==> src/rtl/pipe_add_sub.sv <==
`default_nettype none
//------------------------------------------------------------------------------
// Module   : pipe_add_sub
// Brief    : Elastic pipelined adder/subtractor, one WIDTH/STAGES-bit slice per
//            stage with a registered ripple carry between stages.
//            Optional macro PIPE_ADD_SUB_SATURATE_EN clamps on signed overflow.
// Revision : 1.0
//------------------------------------------------------------------------------
module pipe_add_sub #(
  parameter int WIDTH  = 32,
  parameter int STAGES = 4
) (
  input  logic             clk,
  input  logic             rst_n,
  input  logic             in_valid,
  output logic             in_ready,
  input  logic [WIDTH-1:0] a,
  input  logic [WIDTH-1:0] b,
  input  logic             sub,
  output logic             out_valid,
  input  logic             out_ready,
  output logic [WIDTH-1:0] sum,
  output logic             carry_out,
  output logic             overflow
);

  localparam int c_SLICE_W = WIDTH / STAGES;

  logic [WIDTH-1:0]  w_bEff;
  logic [STAGES-1:0] w_valid;
  logic [STAGES-1:0] w_load;
  logic              w_down;

  assign w_bEff = sub ? ~b : b;

  // A stage loads when empty or when whatever sits downstream of it moves on.
  always_comb begin
    w_load = '0;
    w_down = out_ready;
    for (int k = STAGES - 1; k >= 0; k--) begin
      w_load[k] = !w_valid[k] || w_down;
      w_down    = w_load[k];
    end
  end

  assign in_ready = w_load[0];

  generate
    for (genvar k = 0; k < STAGES; k++) begin : g_stage
      logic                 r_valid;
      logic                 r_carry;
      logic [WIDTH-1:0]     r_word;
      logic                 w_inValid;
      logic                 w_inCarry;
      logic [WIDTH-1:0]     w_inWord;
      logic [c_SLICE_W-1:0] w_bSlice;
      logic [c_SLICE_W:0]   w_slice;
      logic [WIDTH-1:0]     w_nextWord;
      logic [WIDTH-1:0]     w_storeWord;

      // r_word carries finished result slices below and untouched a slices above.
      if (k == 0) begin : g_head
        assign w_inValid = in_valid;
        assign w_inCarry = sub;
        assign w_inWord  = a;
        assign w_bSlice  = w_bEff[c_SLICE_W-1:0];
      end else begin : g_body
        assign w_inValid = g_stage[k-1].r_valid;
        assign w_inCarry = g_stage[k-1].r_carry;
        assign w_inWord  = g_stage[k-1].r_word;
        assign w_bSlice  = g_stage[k-1].g_mid.r_opBHi[k*c_SLICE_W +: c_SLICE_W];
      end

      assign w_slice = {1'b0, w_inWord[k*c_SLICE_W +: c_SLICE_W]}
                     + {1'b0, w_bSlice}
                     + {{c_SLICE_W{1'b0}}, w_inCarry};

      always_comb begin
        w_nextWord = w_inWord;
        w_nextWord[k*c_SLICE_W +: c_SLICE_W] = w_slice[c_SLICE_W-1:0];
      end

      if (k == STAGES - 1) begin : g_last
        logic w_ovf;
        logic r_ovf;

        // Carry into the MSB is recovered as a^b^s at that bit position.
        assign w_ovf = w_inWord[WIDTH-1] ^ w_bSlice[c_SLICE_W-1]
                     ^ w_slice[c_SLICE_W-1] ^ w_slice[c_SLICE_W];

`ifdef PIPE_ADD_SUB_SATURATE_EN
        assign w_storeWord = !w_ovf ? w_nextWord :
                             w_inWord[WIDTH-1] ? {1'b1, {(WIDTH-1){1'b0}}}
                                               : {1'b0, {(WIDTH-1){1'b1}}};
`else
        assign w_storeWord = w_nextWord;
`endif

        always_ff @(posedge clk or negedge rst_n) begin
          if (!rst_n) begin
            r_ovf <= 1'b0;
          end else if (w_load[k] && w_inValid) begin
            r_ovf <= w_ovf;
          end
        end
      end else begin : g_mid
        logic [WIDTH-1:(k+1)*c_SLICE_W] r_opBHi;
        logic [WIDTH-1:(k+1)*c_SLICE_W] w_bHiIn;

        assign w_storeWord = w_nextWord;

        if (k == 0) begin : g_first
          assign w_bHiIn = w_bEff[WIDTH-1:c_SLICE_W];
        end else begin : g_next
          assign w_bHiIn = g_stage[k-1].g_mid.r_opBHi[WIDTH-1:(k+1)*c_SLICE_W];
        end

        always_ff @(posedge clk or negedge rst_n) begin
          if (!rst_n) begin
            r_opBHi <= '0;
          end else if (w_load[k] && w_inValid) begin
            r_opBHi <= w_bHiIn;
          end
        end
      end

      always_ff @(posedge clk or negedge rst_n) begin
        if (!rst_n) begin
          r_valid <= 1'b0;
          r_carry <= 1'b0;
          r_word  <= '0;
        end else if (w_load[k]) begin
          r_valid <= w_inValid;
          if (w_inValid) begin
            r_carry <= w_slice[c_SLICE_W];
            r_word  <= w_storeWord;
          end
        end
      end

      assign w_valid[k] = r_valid;
    end
  endgenerate

  assign out_valid = g_stage[STAGES-1].r_valid;
  assign sum       = g_stage[STAGES-1].r_word;
  assign carry_out = g_stage[STAGES-1].r_carry;
  assign overflow  = g_stage[STAGES-1].g_last.r_ovf;

endmodule
`default_nettype wire

==> config.mk <==
export PLATFORM = sky130hd
export DESIGN_NAME = pipe_add_sub
export DESIGN_NICKNAME = d
export VERILOG_FILES = /design/src/rtl/pipe_add_sub.sv
export SDC_FILE = /design/constraint.sdc
export NUM_CORES = 1
export LEC_CHECK = 0
export CORE_AREA = 2 2 168 137
export CTS_CLUSTER_SIZE = 14
export DETAILED_ROUTE_END_ITERATION = 6
export DIE_AREA = 0 0 170 139
export PLACE_DENSITY = 0.61
export SYNTH_ARGS = -nofsm -noshare
export SYNTH_HDL_FRONTEND = slang
export SYNTH_SLANG_ARGS = --single-unit
==> constraint.sdc <==
create_clock -name clk -period 2.6 [get_ports clk]
set_input_delay 0.52 -clock clk [delete_from_list [all_inputs] [get_ports clk]]
set_output_delay 0.52 -clock clk [all_outputs]
set_load 0.01 [all_outputs]
==> results by group <==
Run status
  – Status: complete, no violations

Placed design
  – DP Worst Slack: -0.0485 ns
  – Gp weighted congestion: 0.791
  – Dpl hpwl: approximately 11000 um
  – Port bufs: 104

Finish
  – Fraction of layout cells with a size suffix above 1: approximately 25%
  – Final net count: 859
  – Sequential Area: 4630 um^2
  – Multi-input gate area: 3430 um^2
  – Most common cell after layout, fill and taps aside: dfrtp_1
  – Commonest non-fill, non-tap cells in the layout: dfrtp_1, mux2_2, clkdlybuf4s50_1, o21ai_0, nand2_1
  – Layout fillers: 1998
  – Antenna diodes: 0
  – Area Overhead vs Synth: 25.4%

Logic synthesis
  – Syn_nets: between 700 and 800
  – Syn avg cell area: 12.8 um^2
  – Post-Syn Area: 8220 um^2
  – Number of library cell types mapped by synthesis: 33
  – Post-synthesis cell count: ~640
  – Post-synthesis register bit count: about 190
  – Seq/Total Area, Yosys: a little under three fifths
  – Warnings from Yosys: 0

Timing
  – Final setup margin: 0.110 ns
  – RSZ-0062 raised after global routing: no
  – # setup viols final: 0
  – Worst Skew: 0.0108 ns
  – Max Slew Vio Count: 0
  – Final hold violations: 0
  – Final Critical Period: 2.49 ns
  – Period utilisation layout: 95.8%
  – Setup_tns: 0 ns
  – Peak Freq: 402 MHz
  – Slew margin rel.: between 60% and 70%
  – Slew @ Worst Pin: 0.536 ns

Setup path
  – Worst setup EP type: flip-flop
  – Worst path arrival time: 2.80 ns
  – Setup CP Type: reg2reg
  – Launching element type of the critical path: flip-flop
  – Max FO, Critical Path: 3
  – WP data required: about 2.9 ns

Power and ir drop
  – Leak: 4.45 nW
  – Power density over the cells: 1010 nW/um^2
  – Power Total: 0.0104 W
  – Worst vdd ir: 0.444 mV

Drt
  – Final ANT Viol Nets: 0
  – WL per Instance: ~15 um
  – Vias/cell: 4.80
  – Vias: 5030
  – Starting DRT DRC Count: 189
  – First-pass iteration count of the detailed router: 4
  – WL final: 15900 um
  – DRC violations left: 0

Clocking
  – Inserted Clock Buffers: 17
  – Post-CTS Setup Inserts: 0
  – Max Root-Sink Buffers: 2
  – CTS tree: done
  – Hold-fix buffers, CTS: 0
  – Root buf cell: clkbuf_16
  – CTS Sinks: 185
  – Worst-path clk slew: about 0.07 ns
  – H-tree levels: 4
  – Clk_lat worst skew: 0.43 ns

Global route
  – Global-route wire length before repair: 26800 um
  – Initial antenna violation count: 0
  – Pin count of the biggest net entering global routing: 75
  – All-Layer GR Usage: between 10 and 15%
  – Vias in the first global route: 5294
  – GRT overflow: 0

Floorplanning
  – IO Pins: 105
  – Die width: 170 um
  – Die Span Y: 139 um
  – DIE AREA: 23600 um^2
  – Starting Density: 37.2%
  – Core ar.: 22100 um^2
  – Row cnt: just under 50

Hold path
  – Worst Hold Class: in2async

Flow run
  – MaxCap Viol Count: 0
synth_stat cells, drive strengths merged:
cell type | number | area, um^2
a211oi | 1 | 12.5
a21o | 8 | 60.1
a21oi | 19 | 95.1
a31o | 1 | 8.76
a31oi | 3 | 25.0
buf | 18 | 97.6
clkbuf | 11 | 42.5
dfrtp | 185 | 4630
fa | 7 | 140
ha | 28 | 350
inv | 10 | 37.5
mux2 | 127 | 1430
nand2 | 60 | 225
nand2b | 7 | 43.8
nand3 | 4 | 20.0
nand4 | 1 | 6.26
nor2 | 11 | 41.3
nor2b | 7 | 43.8
nor3 | 5 | 25.0
o21ai | 62 | 314
o21bai | 6 | 45.0
o22ai | 1 | 6.26
o311ai | 1 | 8.76
o31ai | 1 | 7.51
or2 | 1 | 6.26
or4 | 1 | 7.51
xnor2 | 38 | 333
xor2 | 18 | 158
critical path, cell delays in order (launching register included):
cell     delay, ns
dfrtp_1       0.43
fa_1          0.49
fa_1          0.43
a21o_1        0.23
a21oi_2       0.24
o21ai_0       0.16
a21o_1        0.19
a21oi_1       0.12
o21ai_0       0.08
per-stage QoR:
stage                     cells  util (%)  cell area, um^2  hold WS [ns]
final                      1048      46.7            10300        0.0886
after global routing       1048      46.7            10300         0.104
after CTS                  1048      46.7            10300        0.0930
after detailed placement   1016      44.1             9730         0.470
after global placement     1016      44.1             9730         0.459
after floorplan             642         -             8220         0.224
power breakdown:
part | internal, W | total, W | switching, W
logic | 0.00198 | 0.00348 | 0.00150
registers | 0.00387 | 0.00441 | 0.000542
clock network | 0.00137 | 0.00254 | 0.00117
cells by family (layout without fill, tap and decap cells):
logic type | count (synthesis) | after routing | synth area share, %
AO/OA/AOI/OAI | 103 | 103 | 7.09
XOR/XNOR | 56 | 56 | 5.97
adder cells (fa/ha/maj) | 35 | 35 | 5.97
buffers and inverters | 39 | 165 | 2.16
AND/OR/NAND/NOR | 97 | 97 | 5.10
flip-flops | 185 | 185 | 56.3
multiplexers | 127 | 127 | 17.4
area by class of cell:
cell class | count | area share (%)
clock buffer | 18 | 4.26
clock inverter | 14 | 1.35
inverter | 10 | 0.364
multi-input combinational | 418 | 33.3
sequential | 185 | 44.9
tap | 280 | 3.40
timing repair buffer | 123 | 12.4
timing repair:
action,CTS,global route
endpoints found under the hold margin,0,0
endpoints found under the setup margin,0,2
gates resized for setup,0,1
worst paths after layout:
kind / startpoint / to / slack (ns) / cells after the start
worst max-delay path: g_stage[0].r_carry / g_stage[1].r_carry / 0.11 / 8
min in group clk: g_stage[1].r_word[12] / g_stage[1].r_word[12] / 0.48 / 2
max in group asynchronous: rst_n / sum[3] / 1.74 / 2
worst min register to register: g_stage[1].r_word[12] / g_stage[1].r_word[12] / 0.48 / 2
worst min-delay path: rst_n / g_stage[0].r_word[22] / 0.09 / 1
worst max register to register: g_stage[0].r_carry / g_stage[1].r_carry / 0.11 / 8
layer usage:
layer / wire length (um) / global-route usage [%] / share of wire [%]
met1: 7430 / 19.0 / 47
met2: 7720 / 23.2 / 49
met3: 672 / 4.65 / 4.2
met4: 91 / 3.10 / 0.57
met5: 0 / 0 / 0
state kept, by name, indices dropped and copies added, names as in the netlist:
signal                 flops
out_valid                  1
sum                       32
g_stage.r_carry            3
g_stage.g_mid.r_opBHi     48
carry_out                  1
g_stage.r_valid            3
overflow                   1
g_stage.r_word            96
Power figures use the tool's default switching activity.
